$ cat config.mk
export PLATFORM = sky130hd
export DESIGN_NAME = uart_rx_fifo
export DESIGN_NICKNAME = d
export VERILOG_FILES = /design/src/rtl/uart_rx_fifo_pkg.sv /design/src/rtl/uart_rx_fifo_sync_fifo.sv /design/src/rtl/uart_rx_fifo.sv
export SDC_FILE = /design/constraint.sdc
export NUM_CORES = 1
export LEC_CHECK = 0
export ABC_CLOCK_PERIOD_IN_PS = 3000
export CAP_MARGIN = 20
export CORE_MARGIN = 4
export CORE_UTILIZATION = 59
export DETAILED_ROUTE_END_ITERATION = 10
export GPL_TIMING_DRIVEN = 0
export PLACE_DENSITY = 0.81
export SKIP_CTS_REPAIR_TIMING = 1
export SLEW_MARGIN = 20
export SYNTH_ARGS = -nofsm -noshare
export SYNTH_HDL_FRONTEND = slang
export SYNTH_SLANG_ARGS = --single-unit
$ cat constraint.sdc
create_clock -name clk_i -period 3 [get_ports clk_i]
set_input_delay 0.6 -clock clk_i [delete_from_list [all_inputs] [get_ports clk_i]]
set_output_delay 0.6 -clock clk_i [all_outputs]
set_load 0.03 [all_outputs]
$ cat src/rtl/uart_rx_fifo_pkg.sv
// Shared definitions for the UART receiver: parity modes and receive FSM states.
package uart_rx_fifo_pkg;

  localparam int PARITY_NONE = 0;
  localparam int PARITY_ODD  = 1;
  localparam int PARITY_EVEN = 2;

  typedef enum logic [2:0] {
    ST_IDLE,
    ST_START,
    ST_DATA,
    ST_PAR,
    ST_STOP
  } rx_state_e;

endpackage

$ cat src/rtl/uart_rx_fifo_sync_fifo.sv
// Small synchronous FIFO with show-ahead output; a push into a full FIFO is
// accepted only when a pop frees a slot in the same cycle.
module uart_rx_fifo_sync_fifo
  import uart_rx_fifo_pkg::*;
#(
  parameter int WIDTH = 8,
  parameter int DEPTH = 4
) (
  input  logic             clk_i,
  input  logic             reset_i,
  input  logic             push_i,
  input  logic [WIDTH-1:0] din_i,
  input  logic             pop_i,
  output logic [WIDTH-1:0] dout_o,
  output logic             full_o,
  output logic             empty_o
);

  localparam int AW = $clog2(DEPTH);
  localparam logic [AW:0] FULL_CNT = DEPTH[AW:0];

  logic [WIDTH-1:0] mem_q [DEPTH];
  logic [AW-1:0]    wr_ptr_q;
  logic [AW-1:0]    rd_ptr_q;
  logic [AW:0]      count_q;
  logic             do_push;
  logic             do_pop;

  assign empty_o = (count_q == '0);
  assign full_o  = (count_q == FULL_CNT);
  assign do_pop  = pop_i & ~empty_o;
  assign do_push = push_i & (~full_o | do_pop);
  assign dout_o  = empty_o ? '0 : mem_q[rd_ptr_q];

  always_ff @(posedge clk_i) begin
    if (do_push) begin
      mem_q[wr_ptr_q] <= din_i;
    end
  end

  always_ff @(posedge clk_i) begin
    if (reset_i) begin
      wr_ptr_q <= '0;
      rd_ptr_q <= '0;
      count_q  <= '0;
    end else begin
      if (do_push) wr_ptr_q <= wr_ptr_q + 1'b1;
      if (do_pop)  rd_ptr_q <= rd_ptr_q + 1'b1;
      case ({do_push, do_pop})
        2'b10:   count_q <= count_q + 1'b1;
        2'b01:   count_q <= count_q - 1'b1;
        default: count_q <= count_q;
      endcase
    end
  end

endmodule

$ cat src/rtl/uart_rx_fifo.sv
// UART receiver with mid-bit sampling, optional parity, 1/2 stop bits, error
// pulses and a show-ahead receive FIFO so a stalled core does not lose bytes.
module uart_rx_fifo
  import uart_rx_fifo_pkg::*;
#(
  parameter int CLK_FREQ   = 100000000,
  parameter int BAUD_RATE  = 115200,
  parameter int DATA_BITS  = 8,
  parameter int STOP_BITS  = 1,
  parameter int PARITY     = 0,
  parameter int FIFO_DEPTH = 4
) (
  input  logic                 clk_i,
  input  logic                 reset_i,
  input  logic                 rx_i,
  input  logic                 rd_en_i,
  output logic [DATA_BITS-1:0] rd_data_o,
  output logic                 rd_valid_o,
  output logic                 full_o,
  output logic                 overrun_o,
  output logic                 frame_err_o,
  output logic                 parity_err_o
);

  localparam int CLKS_PER_BIT = CLK_FREQ / BAUD_RATE;
  localparam int CW = $clog2(CLKS_PER_BIT + 1);
  localparam logic [CW-1:0] CNT_LAST  = CW'(CLKS_PER_BIT - 1);
  localparam logic [CW-1:0] CNT_HALF  = CW'(CLKS_PER_BIT / 2 - 1);
  localparam logic [3:0]    DATA_LAST = 4'(DATA_BITS - 1);
  localparam logic [3:0]    STOP_LAST = 4'(STOP_BITS - 1);

  rx_state_e            state_q;
  logic [CW-1:0]        clk_cnt_q;
  logic [3:0]           bit_cnt_q;
  logic [DATA_BITS-1:0] shift_q;
  logic                 rx_meta_q;
  logic                 rx_s_q;
  logic                 stop_bad_q;
  logic                 par_bad_q;
  logic                 overrun_q;
  logic                 frame_err_q;
  logic                 parity_err_q;

  logic fifo_full;
  logic fifo_empty;
  logic pop;
  logic frame_last;
  logic stop_any_bad;
  logic parity_bad;
  logic fifo_ready;
  logic push;

  always_ff @(posedge clk_i) begin
    if (reset_i) begin
      rx_meta_q <= 1'b1;
      rx_s_q    <= 1'b1;
    end else begin
      rx_meta_q <= rx_i;
      rx_s_q    <= rx_meta_q;
    end
  end

  assign pop          = rd_en_i & ~fifo_empty;
  assign fifo_ready   = ~fifo_full | pop;
  assign frame_last   = (state_q == ST_STOP) && (clk_cnt_q == CNT_LAST) && (bit_cnt_q == STOP_LAST);
  assign stop_any_bad = stop_bad_q | ~rx_s_q;
  assign parity_bad   = (PARITY == PARITY_ODD) ? ~(^shift_q ^ rx_s_q) : (^shift_q ^ rx_s_q);
  assign push         = frame_last & ~stop_any_bad & ~par_bad_q & fifo_ready;

  // Errors are only resolved on the final stop sample, so a frame flags at most one.
  always_ff @(posedge clk_i) begin
    if (reset_i) begin
      state_q      <= ST_IDLE;
      clk_cnt_q    <= '0;
      bit_cnt_q    <= '0;
      shift_q      <= '0;
      stop_bad_q   <= 1'b0;
      par_bad_q    <= 1'b0;
      overrun_q    <= 1'b0;
      frame_err_q  <= 1'b0;
      parity_err_q <= 1'b0;
    end else begin
      overrun_q    <= 1'b0;
      frame_err_q  <= 1'b0;
      parity_err_q <= 1'b0;
      case (state_q)
        ST_IDLE: begin
          clk_cnt_q <= '0;
          if (!rx_s_q) state_q <= ST_START;
        end
        ST_START: begin
          if (clk_cnt_q == CNT_HALF) begin
            clk_cnt_q <= '0;
            bit_cnt_q <= '0;
            state_q   <= rx_s_q ? ST_IDLE : ST_DATA;
          end else begin
            clk_cnt_q <= clk_cnt_q + 1'b1;
          end
        end
        ST_DATA: begin
          if (clk_cnt_q == CNT_LAST) begin
            clk_cnt_q <= '0;
            shift_q   <= {rx_s_q, shift_q[DATA_BITS-1:1]};
            if (bit_cnt_q == DATA_LAST) begin
              bit_cnt_q  <= '0;
              stop_bad_q <= 1'b0;
              par_bad_q  <= 1'b0;
              state_q    <= (PARITY != PARITY_NONE) ? ST_PAR : ST_STOP;
            end else begin
              bit_cnt_q <= bit_cnt_q + 4'd1;
            end
          end else begin
            clk_cnt_q <= clk_cnt_q + 1'b1;
          end
        end
        ST_PAR: begin
          if (clk_cnt_q == CNT_LAST) begin
            clk_cnt_q <= '0;
            par_bad_q <= parity_bad;
            state_q   <= ST_STOP;
          end else begin
            clk_cnt_q <= clk_cnt_q + 1'b1;
          end
        end
        ST_STOP: begin
          if (clk_cnt_q == CNT_LAST) begin
            clk_cnt_q <= '0;
            if (bit_cnt_q == STOP_LAST) begin
              bit_cnt_q <= '0;
              state_q   <= ST_IDLE;
              if (stop_any_bad)     frame_err_q  <= 1'b1;
              else if (par_bad_q)   parity_err_q <= 1'b1;
              else if (!fifo_ready) overrun_q    <= 1'b1;
            end else begin
              bit_cnt_q  <= bit_cnt_q + 4'd1;
              stop_bad_q <= stop_any_bad;
            end
          end else begin
            clk_cnt_q <= clk_cnt_q + 1'b1;
          end
        end
        default: state_q <= ST_IDLE;
      endcase
    end
  end

  uart_rx_fifo_sync_fifo #(
    .WIDTH(DATA_BITS),
    .DEPTH(FIFO_DEPTH)
  ) u_fifo (
    .clk_i  (clk_i),
    .reset_i(reset_i),
    .push_i (push),
    .din_i  (shift_q),
    .pop_i  (pop),
    .dout_o (rd_data_o),
    .full_o (fifo_full),
    .empty_o(fifo_empty)
  );

  assign rd_valid_o   = ~fifo_empty;
  assign full_o       = fifo_full;
  assign overrun_o    = overrun_q;
  assign frame_err_o  = frame_err_q;
  assign parity_err_o = parity_err_q;

endmodule

== Word-level counts from Yosys, hierarchy flattened ==
Memories as Yosys holds them, arrays and structs flattened. A register that Yosys moved wholly into a read port is not among the register bits.
Index checks and enable logic that the tools add are counted.
Cells by class
  $mul: 0
  order comparisons: 0
  div/mod/pow operators: 0
  reduce and logical (&&, ||, !) cells: 20
  bitwise logic cells: 18
  shift-type cells: 0
  eq/ne operators: 18
  add/subtract/negate cells: 6
  multiplexer cells: 34
Operators by type and width (number)
  10-bit case mux with 3 select lines: 1
  3-bit 2-to-1 mux: 7
  10-bit 2-to-1 mux: 2
  4-bit 2-to-1 mux: 5
  3-bit case mux with 5 select lines: 1
  2-bit inequality test (second input constant): 6
  4-bit case mux with 3 select lines: 1
  10-bit by 1-bit adder with 10-bit output (second input constant): 1
  10-bit == test (second input constant): 1
  10-bit by 9-bit == test with 1-bit output (second input constant): 1
  1-bit 2-to-1 mux: 10
  8-bit 2-to-1 mux: 1
  1-bit inverter: 8
  4-bit AND reduction: 2
  8-bit parity: 1
  7-bit AND reduction: 1
  1-bit bitwise AND: 6
  3-bit by 2-bit == test with 1-bit output (second input constant): 2
  3-bit == test (second input constant): 2
  3-bit logical NOT: 2
  2-bit 2-to-1 mux: 3
  3-bit case mux with 2 select lines: 1
  2-bit nonzero test: 3
  3-bit nonzero test: 2
  20 further kinds: 26
Word-level totals
  input port bits: 4
  latch bits: 0
  memories: 1
  bits in read-only memories: 0
  word-level logic and storage cells: 111
  register bits after elaboration: 39
  memory bits (writable): 32
Memories
  u_fifo.mem_q: words 4, bits a word 8, read ports 1, clocked after memory_dff 1, write ports 1, RTL line uart_rx_fifo_sync_fifo.sv:22  | logic [WIDTH-1:0] mem_q [DEPTH];

== Longest topological paths before layout ==
  word-level depth: 9
  gate-level depth with buffers: 12
  gate-level depth less buffers: 11

== Cells and area by module ==
Synthesis repeated with hierarchy kept, for this count alone.
Unflattened totals
  cell total of the unflattened synthesis: 326
  area, all modules: 3517.1 µm²
Modules (own cells, without submodules)
  uart_rx_fifo_sync_fifo: instances 1, cells each 118, seq. area each 1141.1 µm², area an instance 1821.7 µm²
  uart_rx_fifo: instances 1, cells each 208, seq. area each 640.6 µm², area an instance 1695.4 µm²

== Worst setup path after synthesis ==
No wires, ideal clock.
  kind: register to register
  start point: register clk_cnt_q[0]
  end point: register u_fifo.count_q[2]
  data required time: 2.930 ns
  clock period less this slack: 2.768 ns
  buffers on the path: 1
  cell stages (with the launch flop): 13
  arrival time: 2.698 ns
  path slack: 0.232 ns
  path through: dfxtp_1 > ha_1 > nand4b_1 > or3_1 > buf_6 > nor4_4 > inv_1 > ha_1 > inv_1 > fa_1 > xor2_1 > or3_1 > a21oi_1
On the way
  word-level cells in the longest chain between the ends: 9
RTL lines
  from (decl): RTL line uart_rx_fifo.sv:33  | logic [CW-1:0] clk_cnt_q;
  from (signal assigned): RTL line uart_rx_fifo.sv:97  | clk_cnt_q <= clk_cnt_q + 1'b1;
  from (signal assigned): RTL line uart_rx_fifo.sv:113  | clk_cnt_q <= clk_cnt_q + 1'b1;
  from (signal assigned): RTL line uart_rx_fifo.sv:122  | clk_cnt_q <= clk_cnt_q + 1'b1;
  10-bit == test *: RTL line uart_rx_fifo.sv:65  | assign frame_last = (state_q == ST_STOP) && (clk_cnt_q == CNT_LAST) && (bit_cnt_q == STOP_LAST);
  1-bit logical AND * (2 in a row): RTL line uart_rx_fifo.sv:65
  1-bit bitwise AND * (3 in a row): RTL line uart_rx_fifo.sv:68  | assign push = frame_last & ~stop_any_bad & ~par_bad_q & fifo_ready;
  1-bit bitwise AND *: RTL line uart_rx_fifo_sync_fifo.sv:32  | assign do_push = push_i & (~full_o | do_pop);
  2-bit by 1-bit == test with 1-bit output or 2-bit == test (tied branches): RTL line uart_rx_fifo_sync_fifo.sv:49  | case ({do_push, do_pop})
  3-bit case mux with 2 select lines or 2-bit nonzero test (tied branches)
  to (signal assigned): RTL line uart_rx_fifo_sync_fifo.sv:50  | 2'b10: count_q <= count_q + 1'b1;
  to (signal assigned): RTL line uart_rx_fifo_sync_fifo.sv:51  | 2'b01: count_q <= count_q - 1'b1;
  to (signal assigned): RTL line uart_rx_fifo_sync_fifo.sv:52  | default: count_q <= count_q;
  to (decl): RTL line uart_rx_fifo_sync_fifo.sv:25  | logic [AW:0] count_q;
Mark *: on every way between the ends. The rest lies on a longest branch, timed or not.
A chain may end at the register's enable or synchronous reset.

== Worst setup path in the final report ==
  start point: input rd_en_i
  end point: register u_fifo.count_q[2]
On the way
  word-level cells in the longest chain between the ends: 6
RTL lines
  from (decl): RTL line uart_rx_fifo.sv:16  | input logic rd_en_i,
  1-bit bitwise AND *: RTL line uart_rx_fifo.sv:63  | assign pop = rd_en_i & ~fifo_empty;
  1-bit OR or 1-bit bitwise AND (tied branches): RTL line uart_rx_fifo.sv:64, uart_rx_fifo_sync_fifo.sv:31
  1-bit bitwise AND or 1-bit OR (tied branches): RTL line uart_rx_fifo.sv:68, uart_rx_fifo_sync_fifo.sv:32
  1-bit bitwise AND: RTL line uart_rx_fifo_sync_fifo.sv:32
  2-bit by 1-bit == test with 1-bit output or 2-bit == test (tied branches): RTL line uart_rx_fifo_sync_fifo.sv:49
  3-bit case mux with 2 select lines or 2-bit nonzero test (tied branches)
Marks and branches as above.

==> impl_metrics.json <==
{
  "outcome": "complete, no violations",
  "largest_family_of_logic_cells_by_synthesized_area": "simple AND/OR/NAND/NOR gates",
  "clock_latency_ns": 0.34,
  "timing.reg2reg.setup_slack_ns": 0.20,
  "pwr_density_cell_nw_per_um2": 483,
  "synthFlopType": "sky130_fd_sc_hd__dfxtp_1",
  "route.detailed.wl_per_inst_um": 15.6,
  "hold-path-cell-count": 1,
  "num-fill-cells": 397,
  "gr-usage-met2_pct": 34.0,
  "chipHeight_um": 83.7,
  "busiest_layer_in_global_routing": "met2",
  "grt.met3_usage_pct": 4.15,
  "r2r.worst_path.cells": 12,
  "yosysUniqueCellTypes": 55,
  "place.detailed.instances": 393,
  "timing.critical_path.slowest_cell_delay_ns": 0.66,
  "regToRegStartpoint": "clk_cnt_q[0]",
  "worst_hold_end": "rx_s_q",
  "worst_setup_path_startpoint": "rd_en_i",
  "timing.critical_path.required_ns": 3.26,
  "grt_max_degree": 13,
  "path_delay_family": "simple AND/OR/NAND/NOR gates",
  "final.setup.tns_ns": 0,
  "vdd.ir_drop.worst_mv": 0.315,
  "mappedNetlistArea_um2": 3380,
  "placementRows": 27,
  "mappedNetlistNets": 320,
  "post_synth_main_area_contributors": "sky130_fd_sc_hd__edfxtp_1, sky130_fd_sc_hd__dfxtp_1, sky130_fd_sc_hd__mux4_2",
  "antenna_cells_inserted": 0,
  "first_iter_violations": 138,
  "design.die.area_um2": 7010,
  "hold_path.class": "reg2reg",
  "globalRouteOverflowTotal": 0,
  "first_global_vias": 2338,
  "grt_pass1_wl_mm": 11.1,
  "syn_avg_cell_area_um2": 11.1,
  "ctsRootBufferMaster": "sky130_fd_sc_hd__clkbuf_8",
  "worst_setup_path_end_kind": "flip-flop",
  "cts.sinks": 73,
  "globalRouteMet1Util_pct": 25.0,
  "yosys.area_share.simple_pct": 20.8,
  "timing.final.hold_violations": 0,
  "clock-skew-final_ns": 0.00749,
  "die_width_um": 83.7,
  "synth_compound_area_share_pct": 8.58,
  "synthXorXnorAreaFrac_pct": 5.18,
  "synth_mux_area_share_pct": 5.62,
  "groute.usage.overall_pct": 20.0,
  "synth_top_cell_by_area": "sky130_fd_sc_hd__edfxtp_1",
  "layout_min_cycle_time_ns": 2.89,
  "async_flop_share_pct": 0,
  "critical_path_top_delay_cell": "sky130_fd_sc_hd__or4b_2",
  "fp.coreArea_um2": 5540,
  "setup.worst_path.start_class": "input pin",
  "detail_route.vias_per_cell": 5.73,
  "critical_path_class": "in2reg",
  "dr_total_vias": 2356,
  "synth-edff-count": 32,
  "regToRegEndpoint": "u_fifo.count_q[2]",
  "post_route_clock_period_utilization_pct": 96.4,
  "final_standard_cell_count_with_taps_included_and_fillers_excluded": 411,
  "cap_violations": 0,
  "synth.yosys.seq_area_share_pct": 52.7,
  "clock_pin_slew_on_the_worst_setup_and_hold_paths_ns": 0.07,
  "design.portCount": 17,
  "place_congestion": 0.817,
  "synth_top_area_share_pct": 28.4,
  "layout-drive-gt1-share_pct": 15.0,
  "number_of_buffer_and_inverter_stages_on_the_critical_path": 3,
  "hold_path_startpoint": "rx_meta_q",
  "finalSetupViolCount": 0,
  "max_slew.worst_pin.slew_ns": 0.846,
  "drtPass1Iterations": 4,
  "report.final.slew_viol_count": 0,
  "finalNetCount": 348,
  "hpwl_reported_at_the_end_of_detailed_placement_mm": 4.22,
  "clock_tree_from_tritoncts": "done",
  "synthesis.instances": 306,
  "htreeDepth": 3,
  "clock_tree.buffer_depth": 2,
  "most_frequent_cell_after_synthesis": "sky130_fd_sc_hd__dfxtp_1",
  "initial_antenna_violation_count": 0,
  "portBuffers": 15,
  "critPathArrivalTime_ns": 3.15,
  "clock.fmax_mhz": 346,
  "synth-warning-count": 0,
  "cpMostUsedCell": "sky130_fd_sc_hd__inv_1",
  "cts_made_buffers": 9,
  "antenna_violating_nets_post_route": 0,
  "synth_fa_ha_area_share_pct": 3.92,
  "floorplan.initialDensity_pct": 61.1,
  "synth_seq_cells": 73,
  "drt_wl_total_mm": 6.43,
  "areaGrowthSynthToFinish_pct": 14.2,
  "synth.top_cells.by_count": "sky130_fd_sc_hd__dfxtp_1, sky130_fd_sc_hd__edfxtp_1, sky130_fd_sc_hd__a21oi_1, sky130_fd_sc_hd__nor2_1, sky130_fd_sc_hd__nand2_1",
  "remaining_drc_errors": 0,
  "power.leakage_nw": 1.28,
  "slew-limit-headroom_pct": 43.6,
  "crit_chain": "clkdlybuf4s50_1, or4b_2, nand2_2, nor4_4, inv_1, ha_1, inv_1, fa_1, xor2_1, or3_1, a21oi_1",
  "max_fo_critical_path": 4
}
## metal layers
layer / vias to the layer above / wire, um
met5: - / 0
met4: 0 / 121
met3: 12 / 303
met2: 67 / 3320
met1: 1120 / 2690
li1: 1157 / -
## registers in the layout, indices dropped and copies added, names as in the netlist, 2 cells and up, named ones only
signal and cells:
bit_cnt_q 4, clk_cnt_q 10, shift_q 8, state_q 3
u_fifo.count_q 3, u_fifo.mem_q 32, u_fifo.rd_ptr_q 2, u_fifo.wr_ptr_q 2
## power breakdown
group	internal, mW	switching (mW)
Clock	0.447	0.344
Combinational	0.0163	0.0265
Sequential	1.03	0.00308
Total	1.49	0.374
## placed cells by master, fill, tap and decap left out, drive strengths merged, types with 9 or more instances in the layout
master         synthesis  layout
dfxtp                 41      41
a21oi                 23      23
nor2                  23      23
ha                     9       9
and2                  15      15
nand2                 20      20
clkdlybuf4s50          0      15
xnor2                 13      13
inv                   11      11
clkbuf                14      28
edfxtp                32      32
nand3                 13      13
## stage by stage
| stage | instance area, um2 | total power [mW] | hold slack, ns | util [%] | worst slack [ns] |
|---|---|---|---|---|---|
| 3_3_place_gp | 3620 | 1.10 | 0.394 | 65.4 | -0.189 |
| 3_5_place_dp | 3620 | 1.10 | 0.399 | 65.4 | -0.234 |
| 5_1_grt | 3860 | 1.94 | 0.449 | 69.7 | -0.0155 |
| 4_1_cts | 3840 | 1.88 | 0.417 | 69.3 | -0.219 |
| 6_report | 3860 | 1.87 | 0.414 | 69.7 | 0.109 |
| 2_1_floorplan | 3380 | 1.09 | 0.389 | - | 0.232 |
## worst max path at each step
stage,endpoint,cells past startpoint
after detailed placement,u_fifo.count_q[2],11
after global routing,u_fifo.count_q[2],11
after global placement,u_fifo.count_q[2],11
after floorplan,u_fifo.count_q[2],12
after CTS,rd_data_o[4],4
final,u_fifo.count_q[2],11
## cell families after synthesis
logic type               count (synthesis)
buffers and inverters                   27
flip-flops                              73
XOR/XNOR                                20
multiplexers                             9
AO/OA/AOI/OAI                           48
adder cells (fa/ha/maj)                 10
AND/OR/NAND/NOR                        119
## final cells by class
class	count	area (um2)	area share, %
multi-input cells	206	1500	38.7
clock buffers	15	209	5.41
repair buffers	18	173	4.47
flip-flops and latches	73	1780	46.2
plain buffers	15	65.1	1.68
well taps	72	90.1	2.33
clock inverters	1	5.00	0.130
inverters	11	41.3	1.07
(Power assumes the default switching activity.)
